===== src/rtl/count_limit_pkg.sv =====
// Shared FSM encodings and mode constants for the count/limit monitor.
package count_limit_pkg;

    typedef enum logic [1:0] {
        S_RUN = 2'd0,
        S_SAT = 2'd1,
        S_ERR = 2'd2
    } state_t;

    localparam int MODE_WRAP = 0;
    localparam int MODE_SAT  = 1;

endpackage


===== src/rtl/count_limit_monitor_limit_compare.sv =====
// Combinational "value exceeds LIMIT" detector; replaces the old hand-built >99 gate tree.
module limit_compare #(
    parameter int WIDTH = 7,
    parameter int LIMIT = 99
) (
    input  logic [WIDTH-1:0] value,
    output logic             gt
);

    localparam logic [WIDTH-1:0] LIMIT_W = WIDTH'(LIMIT);

    assign gt = (value > LIMIT_W);

endmodule


===== src/rtl/count_limit_monitor.sv =====
// Up/down counter with LIMIT monitoring: wrap or saturate at LIMIT, one-cycle
// overflow/underflow pulses and a sticky error flag for out-of-range loads.
module count_limit_monitor
    import count_limit_pkg::*;
#(
    parameter int WIDTH = 7,
    parameter int LIMIT = 99,
    parameter int MODE  = 0
) (
    input  logic             clk,
    input  logic             rst_n,
    input  logic             clear,
    input  logic             load,
    input  logic [WIDTH-1:0] load_val,
    input  logic             inc,
    input  logic             dec,
    output logic [WIDTH-1:0] count,
    output logic             above_limit,
    output logic             ovf_pulse,
    output logic             unf_pulse,
    output logic             err_sticky,
    output logic [1:0]       state
);

    localparam logic [WIDTH-1:0] LIMIT_W = WIDTH'(LIMIT);
    localparam logic [WIDTH-1:0] ONE_W   = WIDTH'(1);

    state_t           state_reg, state_next;
    logic [WIDTH-1:0] count_reg, count_next;
    logic             above_reg, above_next;
    logic             ovf_reg, ovf_next;
    logic             unf_reg, unf_next;
    logic             err_reg, err_next;
    logic             load_illegal;

    // above_limit is derived from the next count so it lands on the same edge as count.
    limit_compare #(.WIDTH(WIDTH), .LIMIT(LIMIT)) u_next_cmp (
        .value (count_next),
        .gt    (above_next)
    );

    limit_compare #(.WIDTH(WIDTH), .LIMIT(LIMIT)) u_load_cmp (
        .value (load_val),
        .gt    (load_illegal)
    );

    always_comb begin
        state_next = state_reg;
        count_next = count_reg;
        ovf_next   = 1'b0;
        unf_next   = 1'b0;
        err_next   = err_reg;

        if (clear) begin
            count_next = '0;
            state_next = S_RUN;
            err_next   = 1'b0;
        end else if (load) begin
            count_next = load_val;
            err_next   = load_illegal;
            state_next = load_illegal ? S_ERR : S_RUN;
        end else if (inc ^ dec) begin
            case (state_reg)
                S_ERR: begin
                    // Leaving the error state recovers the count but keeps err_sticky.
                    state_next = S_RUN;
                    if (inc) begin
                        count_next = '0;
                        ovf_next   = 1'b1;
                    end else begin
                        count_next = LIMIT_W;
                        unf_next   = 1'b1;
                    end
                end
                S_SAT: begin
                    if (inc) begin
                        ovf_next = 1'b1;
                    end else begin
                        count_next = LIMIT_W - ONE_W;
                        state_next = S_RUN;
                    end
                end
                default: begin
                    if (inc) begin
                        if (count_reg < LIMIT_W) begin
                            count_next = count_reg + ONE_W;
                        end else begin
                            ovf_next = 1'b1;
                            if (MODE == MODE_WRAP) begin
                                count_next = '0;
                            end else begin
                                state_next = S_SAT;
                            end
                        end
                    end else begin
                        if (count_reg != '0) begin
                            count_next = count_reg - ONE_W;
                        end else begin
                            unf_next = 1'b1;
                            if (MODE == MODE_WRAP) begin
                                count_next = LIMIT_W;
                            end
                        end
                    end
                end
            endcase
        end
    end

    always_ff @(posedge clk or negedge rst_n) begin
        if (!rst_n) begin
            state_reg <= S_RUN;
            count_reg <= '0;
            above_reg <= 1'b0;
            ovf_reg   <= 1'b0;
            unf_reg   <= 1'b0;
            err_reg   <= 1'b0;
        end else begin
            state_reg <= state_next;
            count_reg <= count_next;
            above_reg <= above_next;
            ovf_reg   <= ovf_next;
            unf_reg   <= unf_next;
            err_reg   <= err_next;
        end
    end

    assign count       = count_reg;
    assign above_limit = above_reg;
    assign ovf_pulse   = ovf_reg;
    assign unf_pulse   = unf_reg;
    assign err_sticky  = err_reg;
    assign state       = state_reg;

endmodule


===== config.mk =====
export PLATFORM = sky130hd
export DESIGN_NAME = count_limit_monitor
export DESIGN_NICKNAME = d
export VERILOG_FILES = /design/src/rtl/count_limit_pkg.sv /design/src/rtl/count_limit_monitor_limit_compare.sv /design/src/rtl/count_limit_monitor.sv
export SDC_FILE = /design/constraint.sdc
export NUM_CORES = 1
export LEC_CHECK = 0
export ABC_AREA = 1
export ABC_CLOCK_PERIOD_IN_PS = 1600
export CAP_MARGIN = 25
export CORE_MARGIN = 2
export CORE_UTILIZATION = 35
export DETAILED_ROUTE_END_ITERATION = 8
export SYNTH_ARGS = -nofsm -noshare
export SYNTH_HDL_FRONTEND = slang
export SYNTH_SLANG_ARGS = --single-unit
export TNS_END_PERCENT = 50

===== constraint.sdc =====
create_clock -name clk -period 1.6 [get_ports clk]
set_clock_uncertainty 0.15 [all_clocks]
set_input_delay 0.48 -clock clk [delete_from_list [all_inputs] [get_ports clk]]
set_output_delay 0.48 -clock clk [all_outputs]
set_load 0.01 [all_outputs]

# --- Word level (Yosys, flattened, before mapping) ---
# Cells that the tools add are included.
word_totals:
  output_inout_bits: 13
  register_bits: 13
  inputBits: 13
  word_cells: 52
classes:
  addsub: 2
  n_reduce_logical: 6
  n_eq_ne: 3
  mux: 31
  n_bitwise: 1
  magnitude_cmp: 3
op_table:
  columns: ["op", "n"]
  rows:
  - ["7-bit two-way mux", 8]
  - ["1-bit two-way mux", 15]
  - ["7-bit > comparator, second input constant", 2]
  - ["7-bit case mux with 2 select lines", 1]
  - ["2-bit two-way mux", 5]
  - ["7-bit by 1-bit adder with 7-bit output, second input constant", 1]
  - ["7-bit < comparator, second input constant", 1]
  - ["7-bit nonzero test", 1]
  - ["7-bit by 1-bit subtractor with 7-bit output, second input constant", 1]
  - ["4-bit != test, second input constant", 1]
  - ["2-bit case mux with 2 select lines", 1]
  - ["4-bit nonzero test", 1]
  - ["3-bit AND reduction", 1]
  - ["3-bit nonzero test", 1]
  - ["2-bit by 1-bit == test with 1-bit output, second input constant", 1]
  - ["2-bit == test, second input constant", 1]
  - ["1-bit case mux with 2 select lines", 1]
  - ["2-bit nonzero test", 1]
  - ["2-bit OR reduction", 1]
  - ["1-bit XOR", 1]

# --- Longest topological paths before layout ---
# Gate-level depths: netlist (run 1).
logic_depth:
  ltp_word: 8
  depth_mapped: 13
  mapped_depth_nobuf: 13

# --- Modules after synthesis ---
# From an unflattened synthesis (run 1), not the netlist that was laid out.
unflattened:
  hier_cells: 144
  hier_area_um2: 967.2
modules_own_cells:
  columns: ["mod", "cells_per_inst", "seq_area_each_um2", "area_per_inst_um2", "n_inst"]
  rows:
  - ["count_limit_monitor", 136, 300.3, 934.6, 1]
  - ["limit_compare", 4, 0.0, 16.3, 2]

# --- Worst setup path after synthesis (run 1) ---
# OpenSTA, ideal clock, no wires.
synth_timing:
  path_type: "flip-flop to flip-flop"
  start: "register count_reg[0] (netlist: count[0])"
  end: "register above_reg (netlist: above_limit)"
  setup_time_ps: 117
  path_stages_with_launch: 12
  arrival_time_ps: 1465
  slack_ps: -132
  period_less_slack_ps: 1732
  n_path_buf: 0
  required_ps: 1333
  path_cell_list: "dfrtp_1 -> inv_1 -> ha_1 -> nand2_1 -> nor3_4 -> nor2_4 -> nand3_1 -> nand2_1 -> nand2_1 -> nand2_1 -> nor2_1 -> nor2_1"
synth_between:
  elab_chain_len: 8
  word_cells_on_any_way: 13
  classes_between: "add/sub (2); order compare (2); mux (8); reduce/logical (1)"
synth_lines:
  columns: ["item", "line", "text"]
  rows:
  - ["start: declaration", "count_limit_monitor.sv:29", "logic [WIDTH-1:0] count_reg, count_next;"]
  - ["start signal: assignment", "count_limit_monitor.sv:120", "count_reg <= count_next;"]
  - ["7-bit by 1-bit subtractor with 7-bit output, or another cell as far along", "count_limit_monitor.sv:97", "count_next = count_reg - ONE_W;"]
  - ["7-bit two-way mux (on tied branches)", "count_limit_monitor.sv:96, count_limit_monitor.sv:85", null]
  - ["7-bit two-way mux", "count_limit_monitor.sv:84", "if (inc) begin"]
  - ["7-bit case mux with 2 select lines", "count_limit_monitor.sv:63", "case (state_reg)"]
  - ["7-bit two-way mux (*)", "count_limit_monitor.sv:62", "end else if (inc ^ dec) begin"]
  - ["7-bit two-way mux (*)", "count_limit_monitor.sv:58", "end else if (load) begin"]
  - ["7-bit two-way mux (*)", "count_limit_monitor.sv:54", "if (clear) begin"]
  - ["7-bit > comparator (*)", "count_limit_monitor_limit_compare.sv:12", "assign gt = (value > LIMIT_W);"]
  - ["net above_next", "count_limit_monitor.sv:30", "logic above_reg, above_next;"]
  - ["end signal: assignment", "count_limit_monitor.sv:121", "above_reg <= above_next;"]
  - ["end: declaration", "count_limit_monitor.sv:30", null]
# The timed path passes the listed nets; every way through them passes the cells marked *.
# A chain may end at the register's enable or synchronous reset.

# --- Final worst setup path (run 1) ---
layout_timing:
  start: "register count_reg[3] (netlist: count[3])"
  end: "register above_reg (netlist: above_limit)"
layout_between:
  elab_chain_len: 8
  word_cells_on_any_way: 13
  classes_between: "add/sub (2); order compare (2); mux (8); reduce/logical (1)"
layout_lines:
  columns: ["item", "line"]
  rows:
  - ["7-bit by 1-bit subtractor with 7-bit output, or another cell as far along", "count_limit_monitor.sv:97"]
  - ["7-bit two-way mux (on tied branches)", "count_limit_monitor.sv:96, count_limit_monitor.sv:85"]
  - ["7-bit two-way mux (*)", "count_limit_monitor.sv:84"]
  - ["7-bit case mux with 2 select lines (*)", "count_limit_monitor.sv:63"]
  - ["7-bit two-way mux (*)", "count_limit_monitor.sv:62"]
  - ["7-bit two-way mux (*)", "count_limit_monitor.sv:58"]
  - ["7-bit two-way mux (*)", "count_limit_monitor.sv:54"]
  - ["net count_next[6]", "count_limit_monitor.sv:29"]
  - ["7-bit > comparator (*)", "count_limit_monitor_limit_compare.sv:12"]
  - ["net above_next", "count_limit_monitor.sv:30"]
# Marks and branches as above.

==> qor.yml, run 1 <==
portBuffers: 24
yosysWarnings: 0
yosysUniqueCellTypes: 29
cp-end-kind: "flop"
clk_pin_slew_ps: 80
syn_avg_cell_area_um2: 6.79
finalNonFillerCells: 268
hold_violations: 0
critPathMaxStageDelay_ps: 390
place_ws_ps: -576
violations: "negative setup slack"
route.antenna.remaining_nets: 0
coreArea_um2: 3050
place_area_um2: 1600
sw_frac_of_total_pct: 37.4
rsz0062_at_grt: "true"
routed-via-count: 1252
hpwl_um: 2530
yosys.area.top_type: "dfrtp_1"
die_area_um2: 3670
setup_ws_ps: -139
grt_overflow: 0
grt_max_degree: 13
synth_cells: 165
fin_area_um2: 1810
final_cell_mix: "nand2_1, buf_4, inv_1, nor2_1"
finalPower_mw: 1.07
drt_first_pass_iters: 4
largest_reg_flops: 7
grt_pass1_wl_um: 5040
grt_pass1_vias: 1164
cts_root_buf: "clkbuf_4"
gp_congestion: 0.875
synthTopCellsByArea: "dfrtp_1, nand2_1, inv_1"
setup_viol: 5
leakagePower_nw: 0.928
worstReg2RegStart: "count[3]$_DFF_PN0_"
syn_area_um2: 1120
clockBufferDepth: 2
cp_slowest_cell: "dfrtp_1"
remaining_drc_errors: 0
wl_um: 3150
ioPinCount: 26
drv_slew: 0
synthToLayoutAreaGrowth_pct: 61.3
cts_buffers: 3
critPathMaxFanout: 4
first_iter_violations: 26
power_frac_comb_pct: 50.2
synth-seq-cells: 12
pwr-share-clk_pct: 17.7
avgRoutedWirePerCell_um: 11.7
cts_sinks: 12
dieWidth_um: 60.6
cp_cell_sequence: "buf_6 > buf_6 > nor2_8 > nand3_4 > nand2_2 > nand3_2 > nand2_1 > nand3_2 > a21oi_2 > nand2_1 > nor2_1"
synth_seq_area_share_pct: 26.8
irDropWorstVdd_mv: 0.465
drive_gt1_share_pct: 43.8
start_util_pct: 36.7
power_density_nw_per_um2: 592
maxCapViolCount: 0
reg2regPathDepth: 11
critical_path_class: "reg -> reg"
min_path_type: "in -> async"
cp.arrival_ps: 1800
grt_usage_pct: 18.3
period_minus_slack_ps: 1740
crit_required_ps: 1660
n_antenna_cell: 0
die_h_um: 60.6
cts_tree: "built"
dp.cells: 257
r2r_end: "above_limit$_DFF_PN0_"
antenna_found_initial: 0
final_common_cell: "nand2_1"
timing.fmax_mhz: 575
insertion_delay_ps: 270
status: "finished, violations left"
yosysTopAreaCellShare_pct: 26.8
finalNetCount: 242
rows: 20
via_per_inst: 4.67
path_buf_inv: 2
path_delay_family: "simple AND/OR/NAND/NOR gates"
synth_nets: 181
regToRegSetupSlack_ps: -140
critPathLaunch: "count[3]$_DFF_PN0_"
power_switching_mw: 0.401
htreeDepth: 1
fin_crit_sh_pct: 109
power.internal_mw: 0.669
p_seq_share_pct: 32.1
start_kind: "flop"
-- per-stage QoR --
step / setup TNS, ps / hold WS (ps) / utilization [%]
after floorplan: -37.5 / 34.4 / -
after global placement: -4690 / 318 / 52.5
after detailed placement: -5070 / 324 / 52.5
after CTS: -406 / 341 / 54.5
after global routing: -1050 / 366 / 59.2
final: -343 / 336 / 59.2
-- synthesized netlist by cell type --
| master | count |
|---|---|
| nor2_8 | 2 |
| conb_1 | 1 |
| dfrtp_1 | 12 |
| a21oi_4 | 1 |
| nand3b_1 | 1 |
| o21ai_0 | 10 |
| ha_1 | 3 |
| o31ai_1 | 1 |
| nand4_1 | 6 |
| a21oi_2 | 2 |
| a21oi_1 | 7 |
| nor2_1 | 15 |
| clkbuf_1 | 1 |
| inv_2 | 1 |
| inv_4 | 1 |
| nor2_2 | 3 |
| nand2_1 | 44 |
| buf_4 | 2 |
| and3_1 | 1 |
| inv_1 | 22 |
| nor2_4 | 3 |
| nor3_1 | 1 |
| nand3_2 | 1 |
| o21bai_1 | 1 |
| nand2_2 | 1 |
| nor3_4 | 1 |
| buf_6 | 4 |
| nand3_1 | 16 |
| nor4_1 | 1 |
-- worst max-delay path by stage --
stage | cells past startpoint | endpoint
after detailed placement | 10 | above_limit$_DFF_PN0_
after floorplan | 11 | above_limit$_DFF_PN0_
after CTS | 11 | above_limit$_DFF_PN0_
after global routing | 12 | above_limit$_DFF_PN0_
final | 11 | above_limit$_DFF_PN0_
after global placement | 10 | above_limit$_DFF_PN0_
-- layout make-up --
class | count | area (um2)
tap | 44 | 55.1
clock buffer | 3 | 22.5
fill | 324 | 1240
sequential | 12 | 305
timing repair buffer | 63 | 548
multi-input combinational | 122 | 785
inverter | 24 | 92.6
-- what timing repair did --
action / in CTS / in global routing
hold buffers: 0 / 0
pin swaps: 4 / 21
endpoints found under the setup margin: 22 / 17
resized for setup: 29 / 49
setup buffers: 4 / 4
-- power groups by stage --
| stage | Clock [mW] | Combinational (mW) | Sequential, mW |
|---|---|---|---|
| floorplan | 0 | 0.247 | 0.352 |
| global placement | 0 | 0.444 | 0.354 |
| detailed placement | 0 | 0.448 | 0.355 |
| CTS | 0.187 | 0.465 | 0.343 |
| global route | 0.198 | 0.590 | 0.346 |
| finish | 0.189 | 0.537 | 0.344 |
-- kinds of logic (layout without fill, tap and decap cells) --
group / count (synthesis) / count (layout) / share of synthesized area, %
simple gates: 96 / 96 / 43.6
compound gates: 22 / 22 / 11.9
buf+inv: 31 / 90 / 14.0
flops: 12 / 12 / 26.8
fa+ha+maj: 3 / 3 / 3.35
other cells: 1 / 1 / 0.335
-- layer usage --
metal	GRT usage, %	share of wire, %	vias up
li1	-	-	651
met1	23.4	46	571
met5	0	0	-
met4	4.66	0.99	0
met3	1.49	2.9	5
met2	33.2	51	25
Note: power is estimated with default switching activity, not from simulation.
==> run 2: changes to the inputs <==
CAP_MARGIN = 20   (was 25)
==> results of run 2 <==
The final DEF is identical to that of run 1; final timing and power are the same.
==> run 3: changes to the inputs <==
DONT_BUFFER_PORTS = 1   (was unset)
==> qor.yml, run 3 (same netlist as run 1, synthesis figures left out) <==
fillers: 332
critical_path_class: "reg -> reg"
min_path_type: "in -> reg"
dieWidth_um: 60.6
drv_slew: 0
critPathMaxFanout: 4
htreeDepth: 1
finalNonFillerCells: 229
worstHoldStart: "load_val[2]"
remaining_drc_errors: 0
setup_viol: 6
final_common_cell: "nand2_1"
portBuffers: 0
start_kind: "flop"
synthToLayoutAreaGrowth_pct: 27.9
cts_tree: "built"
grt_pass1_vias: 1137
maxCapViolCount: 0
power_density_nw_per_um2: 650
n_antenna_cell: 0
drt_first_pass_iters: 4
fin_crit_sh_pct: 109
finalNetCount: 203
gp_congestion: 0.906
ioPinCount: 26
routed-via-count: 1155
worstHoldPathCells: 2
start_util_pct: 36.7
first_iter_violations: 34
insertion_delay_ps: 270
leakagePower_nw: 0.710
hold_violations: 0
cts_root_buf: "clkbuf_4"
hold-worst-slack_ps: 216
place_ws_ps: -161
place_area_um2: 1250
cts_sinks: 12
clockBufferDepth: 2
finalSetupTns_ps: -491
hpwl_um: 2220
rsz0062_at_grt: "true"
top_layer: "met4"
via_per_inst: 5.04
drive_gt1_share_pct: 35.1
wl_met2_um: 1540
final_cell_mix: "nand2_1, buf_4, inv_1, nor2_1, nand3_1"
cp-end-kind: "flop"
r2r_end: "count[0]$_DFF_PN0_"
grt_usage_pct: 17.2
clk_pin_slew_ps: 70
relSlewSlack_pct: 63.3
regToRegSetupSlack_ps: -150
route.antenna.remaining_nets: 0
reg2regPathDepth: 9
finalPower_mw: 0.932
setup_ws_ps: -146
grt_max_degree: 13
status: "finished, violations left"
worstReg2RegStart: "count[0]$_DFF_PN0_"
grt_overflow: 0
antenna_found_initial: 0
wl_met3_um: 139
grt_pass1_wl_um: 4800
wl_um: 2880
hold_end: "err_sticky$_DFFE_PN0P_"
post-route-util_pct: 47.0
fin_area_um2: 1430
crit_required_ps: 1640
dp.cells: 220
coreArea_um2: 3050
die_area_um2: 3670
rows: 20
period_minus_slack_ps: 1750
cts_buffers: 3
largest_reg_flops: 7
avgRoutedWirePerCell_um: 12.6
cp.arrival_ps: 1790
die_h_um: 60.6
timing.fmax_mhz: 573
tightest_slew_ps: 549
wl_met1_um: 1140
violations: "negative setup slack"
irDropWorstVdd_mv: 0.467
## run 3: cell type report
class | count | area, um2 | share of cell area, %
multi-input cells | 122 | 759 | 53.0
flip-flops and latches | 12 | 307 | 21.4
repair buffers | 24 | 198 | 13.8
inverters | 24 | 92.6 | 6.46
well taps | 44 | 55.1 | 3.84
clock buffers | 3 | 22.5 | 1.57
## run 3: critical path, cell delays in order, from the launching register on
cell,delay [ps]
dfrtp_1,420
inv_2,120
ha_4,150
nand2_4,50
nor3_4,260
buf_4,150
nor2_1,30
o21ai_1,120
o21ai_1,80
a21oi_1,140
## run 3: worst max-delay path by stage
stage	start	to	cells past startpoint
2_1_floorplan	count[2]$_DFF_PN0_	above_limit$_DFF_PN0_	11
3_3_place_gp	count[4]$_DFF_PN0_	above_limit$_DFF_PN0_	8
3_5_place_dp	count[4]$_DFF_PN0_	above_limit$_DFF_PN0_	8
4_1_cts	count[2]$_DFF_PN0_	above_limit$_DFF_PN0_	11
5_1_grt	count[0]$_DFF_PN0_	count[0]$_DFF_PN0_	9
6_report	count[0]$_DFF_PN0_	count[0]$_DFF_PN0_	9
## run 3: where the power goes
group          internal (mW)  switching (mW)  total (mW)
Combinational          0.172           0.216       0.389
Clock                 0.0870          0.0928       0.180
Sequential             0.324          0.0398       0.363
Total                  0.583           0.349       0.932
## run 3: repair_timing
| item | CTS | global route |
|---|---|---|
| setup endpoints to repair | 11 | 12 |
| pin swaps | 2 | 14 |
| gates resized for setup | 14 | 22 |
| cloned | 0 | 0 |
| endpoints found under the hold margin | 12 | 0 |
| buffers inserted | 2 | 3 |
| hold buffers | 1 | 0 |
## run 3: layer usage
metal  track usage [%]  vias to the layer above
met5                 0                        -
met4              7.76                        0
met3              1.71                        6
met2              30.7                       33
met1              20.9                      547
li1                  -                      569
